**src/rtl/clkgen_pkg.sv**
```systemverilog
// Shared types for the clock-output generator.
package clkgen_pkg;

  typedef enum logic [1:0] {
    IDLE = 2'd0,
    RUN  = 2'd1,
    STOP = 2'd2
  } clkgen_state_t;

endpackage

```
**src/rtl/clkout_gen_tech.sv**
```systemverilog
// Glitch-free programmable clock-output generator: registered divided clock,
// graceful whole-period stop at the idle level, and edge strobes.
module clkout_gen_tech
  import clkgen_pkg::*;
#(
  parameter int unsigned SCALER_WIDTH = 16
) (
  input  logic                    i_clk,
  input  logic                    i_rst,
  input  logic                    i_ena,
  input  logic [SCALER_WIDTH-1:0] i_scaler,
  input  logic                    i_idle_level,
  output logic                    o_clk,
  output logic                    o_posedge,
  output logic                    o_negedge,
  output logic                    o_busy
);

  clkgen_state_t           state_q, state_d;
  logic [SCALER_WIDTH-1:0] cnt_q, cnt_d;
  logic [SCALER_WIDTH-1:0] scaler_q, scaler_d;
  logic                    idle_q, idle_d;
  logic                    clk_q, clk_d;
  logic                    pos_q, pos_d;
  logic                    neg_q, neg_d;
  logic                    busy_q, busy_d;
  logic                    toggle;

  always_comb begin
    state_d  = state_q;
    cnt_d    = cnt_q;
    scaler_d = scaler_q;
    idle_d   = idle_q;
    clk_d    = clk_q;
    pos_d    = 1'b0;
    neg_d    = 1'b0;
    toggle   = 1'b0;

    case (state_q)
      IDLE: begin
        cnt_d = '0;
        if (i_ena) begin
          state_d  = RUN;
          scaler_d = i_scaler;
          idle_d   = i_idle_level;
        end else begin
          clk_d = i_idle_level;
        end
      end

      RUN, STOP: begin
        if (cnt_q == scaler_q) begin
          toggle = 1'b1;
          clk_d  = ~clk_q;
          cnt_d  = '0;
          pos_d  = ~clk_q;
          neg_d  = clk_q;
        end else begin
          cnt_d = cnt_q + SCALER_WIDTH'(1);
        end

        // A re-request in STOP wins over the final toggle; the toggle still happens.
        if (state_q == RUN) begin
          if (!i_ena) state_d = STOP;
        end else if (i_ena) begin
          state_d = RUN;
        end else if (toggle && (clk_d == idle_q)) begin
          state_d = IDLE;
        end
      end

      default: state_d = IDLE;
    endcase

    busy_d = (state_d != IDLE);
  end

  always_ff @(posedge i_clk) begin
    if (i_rst) begin
      state_q  <= IDLE;
      cnt_q    <= '0;
      scaler_q <= '0;
      idle_q   <= 1'b0;
      clk_q    <= 1'b0;
      pos_q    <= 1'b0;
      neg_q    <= 1'b0;
      busy_q   <= 1'b0;
    end else begin
      state_q  <= state_d;
      cnt_q    <= cnt_d;
      scaler_q <= scaler_d;
      idle_q   <= idle_d;
      clk_q    <= clk_d;
      pos_q    <= pos_d;
      neg_q    <= neg_d;
      busy_q   <= busy_d;
    end
  end

  assign o_clk     = clk_q;
  assign o_posedge = pos_q;
  assign o_negedge = neg_q;
  assign o_busy    = busy_q;

endmodule

```
**config.mk**
```make
export PLATFORM = sky130hd
export DESIGN_NAME = clkout_gen_tech
export DESIGN_NICKNAME = d
export VERILOG_FILES = /design/src/rtl/clkgen_pkg.sv /design/src/rtl/clkout_gen_tech.sv
export SDC_FILE = /design/constraint.sdc
export NUM_CORES = 1
export LEC_CHECK = 0
export ABC_AREA = 1
export CAP_MARGIN = 20
export CORE_ASPECT_RATIO = 0.7
export CORE_MARGIN = 5
export CORE_UTILIZATION = 46
export CTS_CLUSTER_DIAMETER = 60
export CTS_CLUSTER_SIZE = 8
export DETAILED_ROUTE_END_ITERATION = 12
export MAX_ROUTING_LAYER = met4
export PLACE_DENSITY = 0.74
export SETUP_SLACK_MARGIN = 0.02
export SYNTH_ARGS = -nofsm -noshare
export SYNTH_HDL_FRONTEND = slang
export SYNTH_SLANG_ARGS = --single-unit
```
**constraint.sdc**
```tcl
create_clock -name i_clk -period 1.6 [get_ports i_clk]
set_input_delay 0.32 -clock i_clk [delete_from_list [all_inputs] [get_ports i_clk]]
set_output_delay 0.32 -clock i_clk [all_outputs]
set_load 0.02 [all_outputs]
```
==> results.sh <==
export IMPL_power_ir_vdd_worst_v=0.000605
export IMPL_first_iter_violations=118
export IMPL_place_ws_ps=-20.3
export IMPL_vias=1902
export IMPL_maxClockFrequency_mhz=654
export IMPL_global_route_wire_length_before_repair_um=7650
export IMPL_slew_headroom_pct=77.3
export IMPL_floorplan_die_area_um2=5700
export IMPL_num_rows=19
export IMPL_post_route_drc_count=0
export IMPL_synthesis_yosys_warnings=0
export IMPL_finalHoldViolations=0
export IMPL_clk_pin_slew_worst_paths_ps=80
export IMPL_drive_above_1_share_pct=26.0
export IMPL_ioPinCount=24
export IMPL_switch_share_pct=30.5
export IMPL_htree_num_levels=2
export IMPL_power_clock_fraction_pct=32.4
export IMPL_final_weighted_congestion_in_routability_driven_placement=0.829
export IMPL_rsz_0062_raised_after_global_routing="yes"
export IMPL_arrival_ps=1210
export IMPL_seq_cells_post_synth=39
export IMPL_crit_path_end="o_posedge"
export IMPL_worst_r2r_cell_count=7
export IMPL_worst_r2r_setup_slack_ps=90
export IMPL_finalClockSkew_ps=7.86
export IMPL_critical_path_max_stage_delay_ps=600
export IMPL_fin_tns_setup_ps=0
export IMPL_critPathTopFamily="buffers and inverters"
export IMPL_antenna_found_initial=0
export IMPL_grt_total_usage_pct=17.4
export IMPL_final_min_clock_period_ps=1530
export IMPL_cts_hold_fix_buffers=0
export IMPL_n_antenna_cell=0
export IMPL_seq_area_frac_synth_pct=39.7
export IMPL_number_of_detailed_routing_iterations_run_before_antenna_repair=5
export IMPL_r2r_start="cnt_q[1]"
export IMPL_cts_sinks=39
export IMPL_postSynth_topFlopCell="dfxtp_1"
export IMPL_critical_path_slowest_cell="clkdlybuf4s50_1"
export IMPL_timing_critical_path_from_type="flop"
export IMPL_crit_type="flop to primary output"
export IMPL_critPathCaptureType="primary output"
export IMPL_buffer_ports_inserted=23
export IMPL_synth_cell_area_um2=1970
export IMPL_timing_rr_end="cnt_q[14]"
export IMPL_crit_path_start="o_posedge"
export IMPL_count_of_final_setup_violators=0
export IMPL_mean_area_per_synthesized_cell_um2=6.93
export IMPL_floorplan_initialDensity_pct=49.0
export IMPL_max_cap_violations=0
export IMPL_crit_path_max_fanout=1
export IMPL_clock_tree_root_cell="clkbuf_8"
export IMPL_synth_nets=308
export IMPL_fp_dieH_um=64.7
export IMPL_post_dp_hpwl_um=3300
export IMPL_outcome="complete, no violations"
export IMPL_p_comb_share_pct=24.7
export IMPL_die_w_um=88.2
export IMPL_report_power_total_mw=2.64
export IMPL_power_static_leakage_nw=1.19
export IMPL_post_synth_inst_count=284
export IMPL_cts_buf_count=5
export IMPL_internal_power_mw=1.84
export IMPL_core_area_um2=4020
export IMPL_cts_max_path_buffers=2
export IMPL_clock_insertion_delay_at_the_later_pin_of_the_skew_report_ps=300
export IMPL_synth_edf_count=0
export IMPL_power_net_switching_uw=807
export IMPL_min_delay_path_class="flop to flop"
export IMPL_postSynth_asyncResetShare_pct=0
export IMPL_maxSlewViolCount=0
export IMPL_detail_route_vias_per_cell=4.93
export IMPL_cts_tree="built"
export IMPL_gr_overflow_total=0
export IMPL_timing_hold_ws_ps=468
export IMPL_period_share_pct=95.5
export IMPL_timing_critical_path_cells="clkdlybuf4s50_1"
export IMPL_detail_route_antenna_nets=0
export IMPL_max_slew_worst_pin_slew_ps=340
export IMPL_grt_pass1_vias=1717
export IMPL_yosysUniqueCellTypes=30
export IMPL_crit_required_ps=1280
export IMPL_synthToLayoutAreaGrowth_pct=34.9
export IMPL_wirelength_um=4740
export IMPL_maximum_number_of_pins_on_one_net_before_global_route_repair=18
export IMPL_design_final_nets=357
export IMPL_power_per_cell_area_nw_per_um2=997
export IMPL_avgRoutedWirePerCell_um=12.3
export IMPL_power_frac_seq_pct=42.8
export IMPL_final_setup_worst_slack_ps=71.4
export IMPL_cp_buffers_inverters=1
export IMPL_crit_cells=1
==> cell usage after synthesis, drive strengths merged, types with 2 or more instances <==
library cell	instances	area [um2]
nand2	78	310
inv	42	158
dfxtp	39	781
nor2	39	176
a21oi	21	113
o21ai	20	100
xor2	8	70.1
nand4	7	43.8
nor3	6	35.0
clkbuf	4	15.0
ha	4	50.1
nand3	3	15.0
buf	2	25.0
nor3b	2	15.0
nor4	2	12.5
==> worst min-delay path by stage <==
stage,start,endpoint,slack [ps],cells past startpoint
final,scaler_q[5],scaler_q[5],470,2
after global placement,scaler_q[5],scaler_q[5],450,2
after global routing,scaler_q[0],scaler_q[0],490,2
after detailed placement,scaler_q[5],scaler_q[5],460,2
after floorplan,i_rst,o_negedge,390,1
after CTS,scaler_q[5],scaler_q[5],470,2
==> tightest hold or removal path: stages, from the launching register on <==
cell and delay [ps]:
dfxtp_1 310, inv_1 60, a21oi_1 50
==> flip-flops by register name, indices dropped and copies added (netlist names) <==
| register | cells |
|---|---|
| cnt_q | 16 |
| idle_q | 1 |
| o_busy | 1 |
| o_clk | 1 |
| o_negedge | 1 |
| o_posedge | 1 |
| scaler_q | 16 |
| state_q | 2 |
==> placed cells by master, fill, tap and decap left out, types with 2 or more instances in the layout <==
cell and count:
nand2_1 71, dfxtp_2 10, nand4_1 7, nor3_1 4, nand3_2 2, xor2_1 8
nor2_1 24, dfxtp_1 24, nor3_2 2, nor4_1 2, nor3b_1 2, inv_1 36
nand2_2 5, nor2_4 4, ha_1 2, dfxtp_4 5, dlymetal6s2s_1 2, inv_2 7
o21ai_0 20, buf_4 24, nand2_4 2, clkbuf_8 6, a21oi_1 19, a21oi_2 2
nor2_2 11, clkdlybuf4s50_1 20
==> layer usage <==
layer	vias up	track usage (%)	wire length, um
met4	0	6.23	76
met3	8	4.30	248
met5	-	-	0
met1	863	23.6	2310
li1	994	-	-
met2	37	25.2	2110
==> metrics by stage <==
| stage | util [%] | instance area (um2) | cells |
|---|---|---|---|
| 4_1_cts | 62.3 | 2500 | 380 |
| 3_3_place_gp | 58.1 | 2330 | 368 |
| 3_5_place_dp | 58.1 | 2330 | 368 |
| 2_1_floorplan | - | 1970 | 284 |
| 5_1_grt | 66.0 | 2650 | 386 |
| 6_report | 66.0 | 2650 | 386 |
==> power by group through the flow <==
stage | sequential, mW | combinational, mW | clock (mW)
2_1_floorplan | 1.14 | 0.394 | 0
3_3_place_gp | 1.14 | 0.572 | 0
3_5_place_dp | 1.14 | 0.584 | 0
4_1_cts | 1.12 | 0.594 | 0.879
5_1_grt | 1.14 | 0.732 | 0.923
6_report | 1.13 | 0.654 | 0.857
==> kinds of logic (layout without fill, tap and decap cells) <==
kind of cell             Yosys count  after routing  share of synthesized area [%]
buffers and inverters             49             98                           10.2
flip-flops                        39             39                           39.7
AND/OR/NAND/NOR                  138            139                           31.2
XOR/XNOR                           9              9                           4.01
adder cells (fa/ha/maj)            4              4                           2.54
AO/OA/AOI/OAI                     45             45                           12.3
==> cell type report <==
type	count	area, um2
Clock buffer	6	82.6
Tap cell	52	65.1
Fill cell	360	1370
Timing Repair Buffer	47	414
Clock inverter	2	35.0
Sequential cell	39	812
Multi-Input combinational cell	197	1080
Inverter	43	161
==> repair_timing <==
action,in CTS,in global routing
resized for setup,8,39
endpoints found under the setup margin,9,21
setup buffers,4,5
gates cloned,0,1
pin swaps,4,18
Note: power is estimated with default switching activity, not from simulation.
